### config.mk
export PLATFORM = sky130hd
export DESIGN_NAME = video_gray2rgb_gen
export DESIGN_NICKNAME = d
export VERILOG_FILES = /design/src/rtl/video_gray2rgb_gen.sv
export SDC_FILE = /design/constraint.sdc
export NUM_CORES = 1
export LEC_CHECK = 0
export CAP_MARGIN = 10
export CORE_AREA = 2 2 130 132
export CTS_CLUSTER_DIAMETER = 100
export DETAILED_ROUTE_END_ITERATION = 8
export DIE_AREA = 0 0 132 134
export GPL_ROUTABILITY_DRIVEN = 1
export PLACE_DENSITY = 0.72
export SLEW_MARGIN = 20
export SYNTH_ARGS = -nofsm -noshare
export SYNTH_HDL_FRONTEND = slang
export SYNTH_SLANG_ARGS = --single-unit
### constraint.sdc
create_clock -name clk -period 2.17 [get_ports clk]
set_input_delay 0.217 -clock clk [delete_from_list [all_inputs] [get_ports clk]]
set_output_delay 0.217 -clock clk [all_outputs]
set_load 0.01 [all_outputs]
### src/rtl/video_gray2rgb_gen.sv
// Pseudo-colour expander: maps a gray level to an RGB colour through a programmable palette.
// Optional macro VIDEO_GRAY2RGB_BYPASS_EN adds a per-pixel bypass input that emits {idx,idx,idx}.
module video_gray2rgb_gen #(
    parameter int RSIZE    = 4,
    parameter int GSIZE    = 4,
    parameter int BSIZE    = 4,
    parameter int RGB_SIZE = RSIZE + GSIZE + BSIZE,
    parameter int SIZE     = RGB_SIZE / 3
) (
    input  logic                clk,
    input  logic                rst_n,
    input  logic [RGB_SIZE-1:0] src_rgb,
    input  logic                src_vld,
    output logic                src_rdy,
    output logic [RGB_SIZE-1:0] snk_rgb,
    output logic                snk_vld,
    input  logic                snk_rdy,
    input  logic                pal_write,
    input  logic [SIZE-1:0]     pal_addr,
    input  logic [RGB_SIZE-1:0] pal_wdata,
    output logic                pal_rdy
`ifdef VIDEO_GRAY2RGB_BYPASS_EN
    ,
    input  logic                bypass
`endif
);

    localparam int DEPTH = 2 ** SIZE;

    generate
        if (!(RSIZE == GSIZE && GSIZE == BSIZE)) begin : g_size_check
            $error("video_gray2rgb_gen: RSIZE, GSIZE and BSIZE must be equal");
        end
    endgenerate

    typedef enum logic {ST_INIT, ST_RUN} state_t;

    state_t              state;
    logic [SIZE-1:0]     cnt;
    logic [RGB_SIZE-1:0] palette [DEPTH];

    logic                adv;
    logic                accept;
    logic                vld0;
    logic [SIZE-1:0]     idx0;
    logic [SIZE-1:0]     src_idx;
    logic [RGB_SIZE-1:0] s1_data;
    logic                unused_src_lsbs;

    // Valid/ready: a beat transfers on a rising edge where valid and ready are both 1;
    // the whole two-stage pipeline advances only when the output slot is empty or being taken.
    assign adv     = ~snk_vld | snk_rdy;
    assign src_rdy = (state == ST_RUN) & adv;
    assign accept  = src_vld & src_rdy;
    assign src_idx = src_rgb[RGB_SIZE-1 -: SIZE];

    assign unused_src_lsbs = ^src_rgb[RGB_SIZE-SIZE-1:0];

    // Identity ramp fill after reset, then run forever.
    always_ff @(posedge clk or negedge rst_n) begin
        if (!rst_n) begin
            state   <= ST_INIT;
            cnt     <= '0;
            pal_rdy <= 1'b0;
        end else begin
            case (state)
                ST_INIT: begin
                    cnt <= cnt + 1'b1;
                    if (cnt == {SIZE{1'b1}}) begin
                        state   <= ST_RUN;
                        pal_rdy <= 1'b1;
                    end
                end
                ST_RUN: begin
                    state   <= ST_RUN;
                    pal_rdy <= 1'b1;
                end
                default: begin
                    state   <= ST_INIT;
                    pal_rdy <= 1'b0;
                end
            endcase
        end
    end

    // Palette storage is not reset; INIT rewrites every entry.
    always_ff @(posedge clk) begin
        if (state == ST_INIT) begin
            palette[cnt] <= {cnt, cnt, cnt};
        end else if (pal_write && pal_rdy) begin
            palette[pal_addr] <= pal_wdata;
        end
    end

`ifdef VIDEO_GRAY2RGB_BYPASS_EN
    logic byp0;

    always_ff @(posedge clk or negedge rst_n) begin
        if (!rst_n) begin
            byp0 <= 1'b0;
        end else if (adv && accept) begin
            byp0 <= bypass;
        end
    end

    always_comb begin
        s1_data = palette[idx0];
        if (byp0) begin
            s1_data = {idx0, idx0, idx0};
        end
    end
`else
    always_comb begin
        s1_data = palette[idx0];
    end
`endif

    // Stage 1 reads the palette on the same edge a write lands, so a colliding write is seen next time.
    always_ff @(posedge clk or negedge rst_n) begin
        if (!rst_n) begin
            vld0    <= 1'b0;
            idx0    <= '0;
            snk_vld <= 1'b0;
            snk_rgb <= '0;
        end else if (adv) begin
            vld0 <= accept;
            if (accept) begin
                idx0 <= src_idx;
            end
            snk_vld <= vld0;
            if (vld0) begin
                snk_rgb <= s1_data;
            end
        end
    end

endmodule

==> run metrics <==
outcome completed; remaining global-route overflow 0; mean post-synth cell area 19.3 um2; dominant cells by area after synthesis edfxtp_1, mux4_2, dfrtp_1; final setup skew 0.00776 ns; syn nets 472; clock transition at the registers of the reported paths 0.06 ns; Avg WL per Cell 23.5 um; total cell area at the placement stage 9460 um2; number of global-route vias before repair 4574; number of vias after detailed routing 4492; Yosys cell types 38; highest achievable clock rate 489 MHz; Max rail drop VDD 0.000470 V; Lkg Pwr 0.00367 uW; number of CTS-inserted buffers 22; slew at the pin closest to its max-slew limit 0.540 ns; clk buf depth 3; DRC marker count from the first detailed-route iteration 557; IO Count 48; DP HPWL 11100 um; DRC violation count after routing 0; clock root buffer clkbuf_16; Final nets 559; length in cells of the worst reg-to-reg path 5; number of cells produced by synthesis 438; antenna-violating nets left 0; H-Tree Depth 1; biggest area consumer among synthesized cells edfxtp_1; compound-cell area share of the yosys netlist 0.0321; final clock period utilization by the worst path 0.943; total core area 16300 um2; area fraction of the dominant cell type after synthesis 0.682; CTS Hold Buffers Added 0; Slew Limit Headroom 0.639; # Max-Cap Violations 0; pin count of the biggest net entering global routing 25; #FFs+latches synth 216; initial core utilization 0.519; total power per unit cell area 974 nW/um2; flip-flop cell with the highest count after synthesis edfxtp_1; Place WS 0.0598 ns; clock latency of the later-clocked register in the worst-skew pair 0.49 ns; Syn-to-layout area delta 20.5%; worst-path cell chain nand2b_1 > and2_1 > clkdlybuf4s50_1; Post-Route Setup TNS 0 ns; leading cell types by count after synthesis edfxtp_1, mux4_2, nand2_1; wire length of the first global-routing pass 27200 um; number of inserted diodes 0; area of combinational cells with multiple inputs 1970 um2; top-count cell post-synth edfxtp_1; Seq. cell area 6370 um2; kind of start point of the critical path flop; initial antenna violation count 0; global-route usage over all layers 0.208; standard cell with the maximum stage delay on the critical path clkdlybuf4s50_1; netlist area before placement 8460 um2; xor and xnor area share after synthesis 0.00311; setup repair after global routing missed its margin false; yosys warns 0; post-layout min period 2.05 ns; count of input and output buffers 39; kind of path behind the tightest hold check input port to async pin; count of fill cells added during filler insertion 1114; maximum fanout along the worst path 7; basic-gate share of the synthesized area counting and, or, nand and nor cells 0.0405; gpl congestion 0.785; WS Path Type flop to output pin; horizontal extent of the die 132 um; count of flip-flops with a built-in enable after synthesis 192; main combinational cell family by area after synthesis multiplexers; TritonCTS clock tree done; share of the core filled with cells 0.626; final-report max-slew violation count 0; endpoint arrival time on the critical path 1.83 ns; endpoint type of the worst setup path output pin; post-layout worst setup margin 0.125 ns; die height 134 um; Adder-Cell Fraction of Synth Area 0.00148; Min Hold Slack 0.103 ns; number of clock sinks 216; post-route cell area 10200 um2; critical path required time 1.95 ns; async set or reset register ratio after synthesis 0.111; row count 47; total routed wirelength 17900 um; fraction of layout instances using a drive strength above 1 0.233; portion of netlist area occupied by mux cells 0.155; via-per-instance ratio 5.90; sequential element share of the synthesized area 0.753; die area 17700 um2; Slowest Stage Delay on Critical Path 0.54 ns; endpoints failing setup 0; Resized cells post-CTS 0; total setup buffers inserted after CTS 0; number of iterations in the first detailed-routing pass 5; final hold violation count 0
stage by stage:
stage / instances / total power [uW]
3_5_place_dp: 721 / 6240
2_1_floorplan: 438 / 5650
6_report: 761 / 9930
3_3_place_gp: 721 / 6210
4_1_cts: 761 / 10000
5_1_grt: 761 / 10200
worst max-delay path, delay by kind of cell (launching register included):
kind / cells / cell delay [ns]
buffers and inverters: 1 / 0.54
DFF: 1 / 0.38
and+or+nand+nor: 2 / 0.41
worst paths after layout:
check	startpoint	end	slack, ns
hold reg to reg	snk_rgb[11]	snk_rgb[11]	0.48
setup / recovery	snk_vld	src_rdy	0.12
setup reg to reg	idx0[0]	snk_rgb[8]	0.22
min in group clk	src_rgb[10]	idx0[2]	0.32
max in group asynchronous	rst_n	idx0[1]	1.77
hold / removal	rst_n	cnt[0]	0.10
cells in the final DEF (no fill, tap or decap), drive strengths merged, types with 21 or more instances in the layout:
cell	instances
edfxtp	192
mux4	45
nor2	24
dfrtp	24
clkbuf	25
mux2i	21
nand2	34
clkdlybuf4s50	39
buf	45
where the power goes:
part           switching [uW]  internal [uW]
clock                    1510           2290
sequential                121           4680
combinational             620            725
total                    2250           7690
area by class of cell:
class	instances	share of cell area
sequential	216	0.625
multi-input combinational	195	0.193
timing repair buffer	84	0.0812
clock buffer	25	0.0572
tap	220	0.0270
clock inverter	15	0.0148
inverter	6	0.00221
kinds of logic after synthesis:
group	after synthesis
buffers and inverters	27
multiplexers	74
flip-flops	216
AND/OR/NAND/NOR	79
adder cells (fa/ha/maj)	1
XOR/XNOR	3
AO/OA/AOI/OAI	38
state kept, by name, indices dropped and copies added (netlist names):
register  count
cnt           4
idx0          4
pal_rdy       1
palette     192
snk_rgb      12
snk_vld       1
state         1
vld0          1
layer usage:
metal  share of wire  wire [um]  vias up  track usage
li1                -          -     1939            -
met1            0.40       7230     2357        0.276
met2            0.52       9260      158        0.365
met3           0.051        915       38       0.0234
met4           0.026        459        0       0.0664
met5               0          0        -            0
No activity file was read; power rests on OpenSTA's default activity.
